**src/rtl/if_fetch.sv**
```systemverilog
// Instruction fetch stage: PC register plus an IDLE/BUSY/HOLD bus FSM feeding IF/ID.
// Optional macro IF_ALIGN_CHECK_EN traps misaligned PCs in IDLE instead of fetching.
module if_fetch #(
  parameter logic [31:0] RESET_PC = 32'hBFC00000
) (
  input  logic        clk,
  input  logic        rst,
  input  logic [5:0]  stall,
  input  logic        flush,
  input  logic [31:0] new_pc,
  input  logic        branch_flag_i,
  input  logic [31:0] branch_target_address_i,
  output logic        mem_req_o,
  output logic [31:0] mem_addr_o,
  input  logic        mem_ack_i,
  input  logic [31:0] mem_data_i,
  output logic [31:0] pc,
  output logic [31:0] inst_o,
  output logic [31:0] excepttype_o,
  output logic        stallreq_o
);

  typedef enum logic [1:0] {
    IDLE = 2'd0,
    BUSY = 2'd1,
    HOLD = 2'd2
  } state_t;

  localparam logic [31:0] EXC_ADEL = 32'h00002000;

  state_t      r_state;
  state_t      w_next_state;
  logic [31:0] r_pc;
  logic        r_mem_req;
  logic [31:0] r_mem_addr;
  logic [31:0] r_inst_buf;

  logic        w_ack;
  logic        w_align_fault;
  logic        w_issue;
  logic        w_advance;
  logic [31:0] w_pc_next;
  logic [31:0] w_fetch_addr;
  logic        w_unused_ok;

  // Acks only count while our own request is outstanding.
  assign w_ack = (r_state == BUSY) && r_mem_req && mem_ack_i;

`ifdef IF_ALIGN_CHECK_EN
  assign w_align_fault = (r_pc[1:0] != 2'b00);
`else
  assign w_align_fault = 1'b0;
`endif

  assign w_fetch_addr = {r_pc[31:2], 2'b00};
  assign w_issue      = (r_state == IDLE) && !w_align_fault;
  assign w_advance    = ((r_state == BUSY) && w_ack && !stall[0]) ||
                        ((r_state == HOLD) && !stall[0]);
  assign w_pc_next    = branch_flag_i ? branch_target_address_i : (r_pc + 32'd4);

  // IF/ID holding (stall[1]) and the later stall bits belong to other stages.
  assign w_unused_ok = ^stall[5:1];

  assign pc         = r_pc;
  assign mem_req_o  = r_mem_req;
  assign mem_addr_o = r_mem_addr;

  always_ff @(posedge clk) begin
    if (rst) begin
      r_state <= IDLE;
    end else begin
      r_state <= w_next_state;
    end
  end

  always_comb begin
    w_next_state = r_state;
    if (flush) begin
      w_next_state = IDLE;
    end else begin
      case (r_state)
        IDLE:    if (!w_align_fault) w_next_state = BUSY;
        BUSY:    if (w_ack) w_next_state = stall[0] ? HOLD : IDLE;
        HOLD:    if (!stall[0]) w_next_state = IDLE;
        default: w_next_state = IDLE;
      endcase
    end
  end

  always_comb begin
    stallreq_o   = 1'b0;
    inst_o       = 32'h0;
    excepttype_o = 32'h0;
    if (!rst) begin
      case (r_state)
        IDLE: begin
          stallreq_o = !w_align_fault;
          if (w_align_fault) excepttype_o = EXC_ADEL;
        end
        BUSY: begin
          stallreq_o = !w_ack;
          if (w_ack) inst_o = mem_data_i;
        end
        HOLD: begin
          inst_o = r_inst_buf;
        end
        default: begin
          stallreq_o = 1'b0;
        end
      endcase
    end
  end

  // Flush outranks stall, branch and ack; a flushed ack never reaches inst_buf.
  always_ff @(posedge clk) begin
    if (rst) begin
      r_pc       <= RESET_PC;
      r_mem_req  <= 1'b0;
      r_mem_addr <= 32'h0;
      r_inst_buf <= 32'h0;
    end else if (flush) begin
      r_pc       <= new_pc;
      r_mem_req  <= 1'b0;
      r_inst_buf <= 32'h0;
    end else begin
      if (w_issue) begin
        r_mem_req  <= 1'b1;
        r_mem_addr <= w_fetch_addr;
      end
      if (w_ack) begin
        r_mem_req  <= 1'b0;
        r_inst_buf <= mem_data_i;
      end
      if (w_advance) begin
        r_pc <= w_pc_next;
      end
    end
  end

endmodule

```
**config.mk**
```make
export PLATFORM = sky130hd
export DESIGN_NAME = if_fetch
export DESIGN_NICKNAME = d
export VERILOG_FILES = /design/src/rtl/if_fetch.sv
export SDC_FILE = /design/constraint.sdc
export NUM_CORES = 1
export LEC_CHECK = 0
export CAP_MARGIN = 5
export CELL_PAD_IN_SITES_DETAIL_PLACEMENT = 0
export CELL_PAD_IN_SITES_GLOBAL_PLACEMENT = 1
export CORE_MARGIN = 2
export CORE_UTILIZATION = 29
export CTS_CLUSTER_DIAMETER = 200
export DETAILED_ROUTE_END_ITERATION = 6
export PLACE_DENSITY = 0.89
export SLEW_MARGIN = 20
export SYNTH_ARGS = -nofsm -noshare
export SYNTH_HDL_FRONTEND = slang
export SYNTH_SLANG_ARGS = --single-unit
```
**constraint.sdc**
```tcl
create_clock -name clk -period 2.3 [get_ports clk]
set_input_delay 0.345 -clock clk [delete_from_list [all_inputs] [get_ports clk]]
set_output_delay 0.345 -clock clk [all_outputs]
set_load 0.02 [all_outputs]
```
* After elaboration in Yosys (flattened, before gate mapping)
Cells that the tools add are included.
Storage, ports and cells: register bits 97, input bits 107, output and inout bits 130, logic and storage cells 37
Cells by class: add/sub/neg operators 1, eq/ne operators 4, mux-type cells 12, bitwise gates (word level) 1, reduce and logical (&&, ||, !) cells 14
Operators by type and width (count):
- 32-bit two-way mux | 5
- 32-bit case mux with 2 select lines | 1
- 32-bit by 3-bit adder with 32-bit output, second input constant | 1
- 2-bit two-way mux | 3
- 2-bit case mux with 3 select lines | 1
- 1-bit logical AND | 5
- 2-bit != test, second input constant | 2
- 2-bit AND reduction | 2
- 3-bit OR reduction | 1
- 2-bit by 1-bit == test with 1-bit output, second input constant | 1
- 2-bit == test, second input constant | 1
- 1-bit zero test | 2
- 2-bit zero test | 1
- 1-bit case mux with 2 select lines | 1
- 2-bit nonzero test | 1
- 2-bit OR reduction | 1
- 1-bit logical OR | 1
- 1-bit two-way mux | 1
- 1-bit NOT | 1

* Logic depth before layout (Yosys ltp)
Gate-level depths: netlist (run 1).
word-level depth 8, gate-level depth with buffers 9, mapped depth without buffers 7

* Least setup slack after synthesis (run 1)
Ideal clock, no wire load.
path type reg2reg, from register r_pc[2], in the netlist pc[2], to register r_pc[16], in the netlist pc[16], library setup time 134 ps, arrival 1940 ps, required time 2166 ps, slack 225 ps, stages on the path, launching flop included 7, buffers on the path 0, period minus slack after synthesis 2075 ps, cell sequence dfxtp_1 > ha_1 > nand4_2 > or4_4 > or3_1 > o211ai_2 > a211oi_1
On the way: word-level cells in the longest chain between the ends 4
RTL lines:
- start, declared | RTL line 33 | logic [31:0] r_pc;
- start signal, assigned | RTL line 122 | r_pc <= new_pc;
- start signal, assigned | RTL line 135 | r_pc <= w_pc_next;
- 32-bit by 3-bit adder with 32-bit output | RTL line 59 | assign w_pc_next = branch_flag_i ? branch_target_address_i : (r_pc + 32'd4);
- 32-bit two-way mux | RTL line 59
- 32-bit two-way mux | RTL line 134 | if (w_advance) begin
- 32-bit two-way mux | RTL line 121 | end else if (flush) begin
Every way passes these cells. The select of a mux whose other input is x is not followed. A chain may end at the register's enable or synchronous reset.

* Worst setup path after layout (run 1)
from register r_state[1], to output inst_o[5]
On the way: word-level cells in the longest chain between the ends 6
RTL lines:
- start, declared | RTL line 31 | state_t r_state;
- start signal, assigned | RTL line 72 | r_state <= w_next_state;
- 2-bit by 1-bit == test with 1-bit output | RTL line 47, 95
- 1-bit logical AND (2 in series) | RTL line 47 | assign w_ack = (r_state == BUSY) && r_mem_req && mem_ack_i;
- 32-bit two-way mux | RTL line 102 | if (w_ack) inst_o = mem_data_i;
- 32-bit case mux with 2 select lines (*) | RTL line 95 | case (r_state)
- 32-bit two-way mux (*) | RTL line 94 | if (!rst) begin
- end, declared | RTL line 18 | output logic [31:0] inst_o,
Every way passes the cells marked *; elsewhere a longest branch is shown, timed or not.

==> flow_metrics.env, run 1 <==
export IMPL_endpoint_kind="output pin"
export IMPL_die_h_um=138
export IMPL_cts_tree="built"
export IMPL_hp_class="input port to flip-flop"
export IMPL_numClockSinks=97
export IMPL_fin_skew_ns=0.00899
export IMPL_antenna_found_initial=0
export IMPL_antenna_left=0
export IMPL_ys_seq_area_frac=0.374
export IMPL_syn_inst=716
export IMPL_root_buffer="clkbuf_16"
export IMPL_drive_gt1_frac=0.158
export IMPL_p_total_mw=4.42
export IMPL_yosysUniqueCellTypes=59
export IMPL_start_util=0.298
export IMPL_avgSynthCellArea_um2=7.25
export IMPL_clock_power_share=0.378
export IMPL_power_switching_mw=1.26
export IMPL_hold_buffers=0
export IMPL_place_hpwl_um=13600
export IMPL_ys_seq_elements=97
export IMPL_switching_share=0.285
export IMPL_fmax_mhz=464
export IMPL_cts_made_buffers=9
export IMPL_holdWs_ns=0.401
export IMPL_wire_per_inst_um=16.2
export IMPL_cp_data_required_time_ns=1.96
export IMPL_comb_power_share=0.207
export IMPL_fp_dieArea_um2=19000
export IMPL_grt_max_degree=36
export IMPL_ctsLongestPathBuffers=2
export IMPL_p_seq_frac=0.415
export IMPL_routed_wl_um=19200
export IMPL_p_int_mw=3.16
export IMPL_synth_area_um2=5190
export IMPL_layout_setup_ws_ns=0.144
export IMPL_slew_viol_final=0
export IMPL_ios=237
export IMPL_async_flop_share=0
export IMPL_synth_main_ff_cell="dfxtp_1"
export IMPL_grt_use_total=0.194
export IMPL_power_density_nw_per_um2=553
export IMPL_hold_viol=0
export IMPL_cp_arrival_ns=1.81
export IMPL_ys_warn_count=0
export IMPL_nNetsFinal=1067
export IMPL_setup_violations=0
export IMPL_critPathMaxFanout=15
export IMPL_fin_util=0.458
export IMPL_grt_pass1_vias=5463
export IMPL_gr_total_overflow=0
export IMPL_htree_levels=3
export IMPL_maxCapViolations=0
export IMPL_drt_pass1_iter_count=4
export IMPL_drcViolationCount=0
export IMPL_core_rowCount=48
export IMPL_start_kind="flip-flop"
export IMPL_critical_path_class="flip-flop to output pin"
export IMPL_io_buffer_count=197
export IMPL_core_area_um2=17400
export IMPL_rsz0062_at_grt="false"
export IMPL_finalSetupTns_ns=0
export IMPL_ir_worst_vdd_mv=0.341
export IMPL_drt_iter0_markers=310
export IMPL_pre_cts_ws_ns=-0.168
export IMPL_final_cell_mix="nand2_1, clkdlybuf4s50_1, a21oi_1, dfxtp_1, buf_4"
export IMPL_clk_pin_slew_ns=0.07
export IMPL_status="finished clean"
export IMPL_avgViaCountPerCell=4.92
export IMPL_die_w_um=138
export IMPL_grt_pass1_wl_um=28700
export IMPL_final_common_cell="nand2_1"
export IMPL_p_leak_nw=3.00
export IMPL_gp_congestion=0.842
export IMPL_clk_latency_ns=0.35
export IMPL_syn2layout_area_growth_pct=53.7
export IMPL_num_vias=5832
export IMPL_fin_crit_ns=2.16
export IMPL_diodes=0
export IMPL_synth_edf_count=0
export IMPL_fin_crit_sh=0.937
what timing repair did:
| item | in CTS | in global routing |
|---|---|---|
| resized for setup | 71 | 37 |
| hold endpoints to repair | 0 | 0 |
| setup endpoints to repair | 32 | 33 |
| setup buffers | 0 | 0 |
| cloned | 0 | 1 |
synthesized netlist by cell type, drive strengths merged, types with 8 or more instances:
| library cell | count | area share |
|---|---|---|
| nand2 | 195 | 0.14 |
| a21oi | 127 | 0.12 |
| dfxtp | 97 | 0.37 |
| buf | 45 | 0.059 |
| clkbuf | 36 | 0.026 |
| nor2 | 34 | 0.025 |
| o21ai | 20 | 0.019 |
| nand3 | 16 | 0.016 |
| nor3 | 13 | 0.013 |
| inv | 11 | 0.0080 |
| a211oi | 9 | 0.014 |
| o22ai | 9 | 0.011 |
| mux2i | 8 | 0.015 |
| nand4 | 8 | 0.013 |
per-stage QoR:
step	area (um2)	cells
6_report	7980	1185
5_1_grt	7980	1185
4_1_cts	8120	1184
3_5_place_dp	7790	1168
3_3_place_gp	7790	1168
2_1_floorplan	5320	749
layer usage:
layer / part of all wire / global-route usage / routed length (um)
met2: 0.46 / 0.312 / 8830
met1: 0.43 / 0.249 / 8270
met3: 0.096 / 0.0684 / 1840
met4: 0.013 / 0.0465 / 250
met5: 0 / 0 / 0
worst max-delay path: stages (launching register included):
cell	delay, ns
dfxtp_1	0.33
inv_1	0.11
ha_1	0.19
and3_4	0.24
clkbuf_16	0.18
nand2_1	0.08
a21oi_1	0.14
clkbuf_2	0.19
area by class of cell:
cell class / count / area, um2
fill: 1771 / 9440
multi-input combinational: 560 / 2900
timing repair buffer: 276 / 2490
sequential: 97 / 1940
tap: 225 / 282
clock buffer: 10 / 229
clock inverter: 6 / 90.1
inverter: 11 / 41.3
final timing paths:
kind,start,to,slack (ns),cells after the start
hold reg to reg,mem_addr_o[24],mem_addr_o[24],0.45,2
setup / recovery,r_state[1],inst_o[5],0.14,7
setup reg to reg,r_state[0],pc[16],0.17,9
hold / removal,rst,mem_addr_o[28],0.40,3
state kept, by name (all words and copies together), names as in the netlist:
register and cells:
r_state 2, r_inst_buf 32, mem_req_o 1, pc 32, mem_addr_o 30
kinds of logic (layout without fill, tap and decap cells):
family | Yosys count | count (layout) | share of synthesized area
XOR/XNOR | 1 | 1 | 0.00169
flip-flops | 97 | 97 | 0.374
multiplexers | 11 | 11 | 0.0219
AO/OA/AOI/OAI | 209 | 209 | 0.242
adder cells (fa/ha/maj) | 5 | 5 | 0.0121
AND/OR/NAND/NOR | 300 | 300 | 0.255
buffers and inverters | 92 | 303 | 0.0928
other | 1 | 34 | 0.000722
power by group through the flow:
stage / combinational (mW) / sequential [mW] / clock, mW
4_1_cts: 0.913 / 1.84 / 1.70
3_3_place_gp: 0.904 / 1.87 / 0
2_1_floorplan: 0.378 / 1.95 / 0
6_report: 0.913 / 1.83 / 1.67
3_5_place_dp: 0.909 / 1.87 / 0
5_1_grt: 0.982 / 1.85 / 1.78
(Power assumes the default switching activity.)
==> run 2, diff against run 1 <==
==> constraint.sdc (replaced) <==
create_clock -name clk -period 2.4 [get_ports clk]
set_input_delay 0.36 -clock clk [delete_from_list [all_inputs] [get_ports clk]]
set_output_delay 0.36 -clock clk [all_outputs]
set_load 0.02 [all_outputs]
==> flow_metrics.env, run 2 (same netlist as run 1, synthesis figures left out) <==
export IMPL_status="finished clean"
export IMPL_start_kind="flip-flop"
export IMPL_r2r_start="r_state[0]"
export IMPL_start_util=0.298
export IMPL_grt_use_total=0.193
export IMPL_power_density_nw_per_um2=532
export IMPL_place_hpwl_um=13400
export IMPL_slew_viol_final=0
export IMPL_p_leak_nw=2.95
export IMPL_fin_crit_sh=0.946
export IMPL_drcViolationCount=0
export IMPL_drt_pass1_iter_count=4
export IMPL_ios=237
export IMPL_hold_start="rst"
export IMPL_cp_cell_sequence="inv_1, ha_1, and3_1, buf_12, nand2_1, a21oi_1, clkdlybuf4s15_1"
export IMPL_io_buffer_count=197
export IMPL_antenna_left=0
export IMPL_maxCapViolations=0
export IMPL_fp_dieArea_um2=19000
export IMPL_core_area_um2=17400
export IMPL_ff2ff_setup_slack_ns=0.26
export IMPL_gp_congestion=0.832
export IMPL_ctsLongestPathBuffers=2
export IMPL_grt_max_degree=48
export IMPL_grt_pass1_vias=5368
export IMPL_root_buffer="clkbuf_16"
export IMPL_final_cell_mix="nand2_1, clkdlybuf4s50_1, a21oi_1, dfxtp_1, buf_4"
export IMPL_die_h_um=138
export IMPL_crit_slowest_cell="dfxtp_1"
export IMPL_htree_levels=3
export IMPL_ir_worst_vdd_mv=0.350
export IMPL_r2r_cells=8
export IMPL_fin_crit_ns=2.27
export IMPL_numClockSinks=97
export IMPL_fin_skew_ns=0.00698
export IMPL_worst_path_buf_inv=3
export IMPL_r2r_end="pc[17]"
export IMPL_critical_path_class="flip-flop to output pin"
export IMPL_hold_buffers=0
export IMPL_crit_family="buffers and inverters"
export IMPL_rsz0062_at_grt="false"
export IMPL_holdPathEnd="pc[24]"
export IMPL_drt_iter0_markers=341
export IMPL_p_total_mw=4.22
export IMPL_syn2layout_area_growth_pct=53.0
export IMPL_clk_latency_ns=0.36
export IMPL_core_rowCount=48
export IMPL_setup_violations=0
export IMPL_die_w_um=138
export IMPL_critPathMaxFanout=31
export IMPL_pre_cts_ws_ns=-0.116
export IMPL_hold_depth=3
export IMPL_final_common_cell="nand2_1"
export IMPL_antenna_found_initial=0
export IMPL_cts_tree="built"
export IMPL_slew_headroom=0.612
export IMPL_layout_setup_ws_ns=0.130
export IMPL_gr_total_overflow=0
export IMPL_cp_data_required_time_ns=2.04
export IMPL_worst_pin_slew_ns=0.582
export IMPL_fin_util=0.456
export IMPL_hold_viol=0
export IMPL_cp_arrival_ns=1.91
export IMPL_fmax_mhz=441
export IMPL_wire_per_inst_um=16.0
export IMPL_avgViaCountPerCell=4.96
export IMPL_nNetsFinal=1062
export IMPL_clk_pin_slew_ns=0.07
export IMPL_num_vias=5850
export IMPL_routed_wl_um=18900
export IMPL_cts_made_buffers=9
export IMPL_hp_class="input port to flip-flop"
export IMPL_drive_gt1_frac=0.145
export IMPL_grt_pass1_wl_um=28300
export IMPL_endpoint_kind="output pin"
export IMPL_critPathMaxStageDelay_ns=0.33
export IMPL_diodes=0
## run 2: through the flow
step | hold WS [ns] | instance area (um2) | TNS, ns | std cells
floorplan | 0.437 | 5320 | 0 | 749
global route | 0.417 | 7940 | 0 | 1179
finish | 0.401 | 7940 | 0 | 1179
global placement | 0.442 | 7750 | -2.17 | 1164
detailed placement | 0.444 | 7750 | -2.19 | 1164
CTS | 0.407 | 8030 | 0 | 1179
## run 2: layout make-up
type | instances | area (um2)
clock buffers | 9 | 225
clock inverters | 6 | 92.6
fillers | 1780 | 9470
inverters | 11 | 41.3
multi-input cells | 560 | 2900
flip-flops and latches | 97 | 1940
well taps | 225 | 282
repair buffers | 271 | 2460
## run 2: timing repair
item / CTS / global route
gates resized for setup: 32 / 54
endpoints found under the setup margin: 32 / 30
setup buffers: 0 / 0
## run 2: how the worst max path moves through the flow
stage	start	to	slack, ns	cells after the start
after floorplan	pc[2]	pc[16]	0.33	6
after global placement	mem_ack_i	inst_o[25]	-0.11	6
after detailed placement	mem_ack_i	inst_o[10]	-0.12	6
after CTS	r_state[1]	inst_o[10]	0.04	7
after global routing	r_state[1]	inst_o[1]	0.003	7
final	r_state[1]	inst_o[20]	0.13	7
## run 2: worst min-delay path: stages
cell      delay (ns)
buf_2           0.19
a211oi_1        0.07
a21oi_1         0.09
## run 2: where the power goes
| part | switching, mW | internal [mW] | total (mW) |
|---|---|---|---|
| Clock | 0.688 | 0.914 | 1.60 |
| Combinational | 0.444 | 0.417 | 0.861 |
| Sequential | 0.0790 | 1.68 | 1.76 |
| Total | 1.21 | 3.01 | 4.22 |
## run 2: per-layer routing
layer / vias to the layer above / track usage / part of all wire
li1: 2902 / - / -
met1: 2695 / 0.243 / 0.42
met2: 234 / 0.313 / 0.46
met3: 19 / 0.0662 / 0.11
met4: 0 / 0.0516 / 0.012
met5: - / 0 / 0
==> run 3, diff against run 2 <==
--- a/config.mk
+++ b/config.mk
@@ -12,7 +12,7 @@
 export CORE_UTILIZATION = 29
 export CTS_CLUSTER_DIAMETER = 200
 export DETAILED_ROUTE_END_ITERATION = 6
-export PLACE_DENSITY = 0.89
+export PLACE_DENSITY_LB_ADDON = 0.15
 export SLEW_MARGIN = 20
 export SYNTH_ARGS = -nofsm -noshare
 export SYNTH_HDL_FRONTEND = slang
==> flow_metrics.env, run 3 (same netlist as run 1, synthesis figures left out) <==
export IMPL_htree_levels=3
export IMPL_status="finished clean"
export IMPL_routed_wl_um=19100
export IMPL_highest_layer="met4"
export IMPL_crit_family="buffers and inverters"
export IMPL_hold_viol=0
export IMPL_cp_cell_sequence="inv_1, ha_1, buf_4, a21oi_1, nor2_1, clkdlybuf4s50_1"
export IMPL_fp_dieArea_um2=19000
export IMPL_ios=237
export IMPL_numClockSinks=97
export IMPL_grt_use_total=0.201
export IMPL_dr_wl_met3_um=1550
export IMPL_rsz0062_at_grt="false"
export IMPL_hold_buffers=0
export IMPL_maxCapViolations=0
export IMPL_die_w_um=138
export IMPL_drt_iter0_markers=385
export IMPL_fmax_mhz=440
export IMPL_syn2layout_area_growth_pct=50.4
export IMPL_power_density_nw_per_um2=525
export IMPL_drive_gt1_frac=0.149
export IMPL_start_util=0.298
export IMPL_setup_violations=0
export IMPL_die_h_um=138
export IMPL_fin_crit_sh=0.946
export IMPL_critPathMaxFanout=5
export IMPL_grt_max_degree=36
export IMPL_cp_data_required_time_ns=2.04
export IMPL_postCtsSetupBuffers=0
export IMPL_fin_util=0.448
export IMPL_critPathMaxStageDelay_ns=0.66
export IMPL_antenna_found_initial=1
export IMPL_core_rowCount=48
export IMPL_place_hpwl_um=14000
export IMPL_num_vias=5811
export IMPL_cp_arrival_ns=1.91
export IMPL_nNetsFinal=1056
export IMPL_grt_pass1_wl_um=29400
export IMPL_avgViaCountPerCell=4.95
export IMPL_final_common_cell="nand2_1"
export IMPL_ctsLongestPathBuffers=2
export IMPL_layout_setup_ws_ns=0.129
export IMPL_drcViolationCount=0
export IMPL_dpl_cell_area_um2=7660
export IMPL_wire_per_inst_um=16.3
export IMPL_gr_total_overflow=0
export IMPL_pre_cts_ws_ns=-0.129
export IMPL_crit_slowest_cell="clkdlybuf4s50_1"
export IMPL_diodes=0
export IMPL_worst_path_buf_inv=3
export IMPL_fin_crit_ns=2.27
export IMPL_fin_skew_ns=0.00909
export IMPL_met1Wirelength_um=8960
export IMPL_hp_class="flip-flop to flip-flop"
export IMPL_root_buffer="clkbuf_16"
export IMPL_drt_pass1_iter_count=4
export IMPL_antenna_left=0
export IMPL_cts_made_buffers=9
export IMPL_slew_viol_final=0
export IMPL_clk_latency_ns=0.35
export IMPL_core_area_um2=17400
export IMPL_endpoint_kind="output pin"
export IMPL_cts_tree="built"
export IMPL_met2_length_um=8280
export IMPL_clk_pin_slew_ns=0.07
export IMPL_final_area_um2=7810
export IMPL_start_kind="flip-flop"
export IMPL_final_cell_mix="nand2_1, clkdlybuf4s50_1, a21oi_1, dfxtp_1, buf_4"
export IMPL_p_leak_nw=2.90
export IMPL_io_buffer_count=197
export IMPL_gp_congestion=0.846
export IMPL_p_total_mw=4.10
export IMPL_critical_path_class="flip-flop to output pin"
export IMPL_ir_worst_vdd_mv=0.380
export IMPL_grt_pass1_vias=5564
run 3: cell types whose count changed in the layout (fill, tap and decap cells not counted), moves of 2 or more:
cell,before,now
buf_4,69,65
clkdlybuf4s15_1,6,0
dlygate4sd2_1,2,0
buf_12,5,2
inv_6,1,3
clkbuf_2,24,32
run 3: report_power, final:
group	switching [mW]	internal, mW
sequential	0.0858	1.68
clock	0.668	0.818
combinational	0.441	0.405
run 3: layout make-up:
cell class / count / area, um2
fill: 1771 / 9610
sequential: 97 / 1940
tap: 225 / 282
multi-input combinational: 560 / 2900
clock inverter: 7 / 76.3
timing repair buffer: 265 / 2350
inverter: 11 / 41.3
clock buffer: 9 / 225
run 3: tightest hold or removal path: stages, from the launching register on:
cell	delay [ns]
dfxtp_1	0.31
nand2_1	0.05
a21oi_1	0.05
run 3: routing by layer:
layer  vias to the layer above  track usage
met5                         -            0
met4                         0       0.0680
met3                        19       0.0456
met2                       218        0.307
met1                      2685        0.279
li1                       2889            -
run 3: repair_timing:
item	in CTS	in global routing
pin swaps	0	0
endpoints found under the hold margin	0	0
gates resized for setup	33	64
endpoints found under the setup margin	32	32
run 3: final timing paths:
path | cells after the start | startpoint | slack (ns) | to
worst max-delay path | 6 | r_state[1] | 0.13 | stallreq_o
worst min-delay path | 2 | mem_addr_o[29] | 0.45 | mem_addr_o[29]
worst max register to register | 6 | pc[3] | 0.16 | pc[16]
worst min register to register | 2 | mem_addr_o[29] | 0.45 | mem_addr_o[29]
run 3: stage by stage:
stage	hold WS, ns	setup TNS [ns]	instances
after floorplan	0.437	0	749
after global placement	0.441	-2.70	1158
after detailed placement	0.447	-2.59	1158
after CTS	0.457	0	1174
after global routing	0.470	0	1174
final	0.454	0	1174
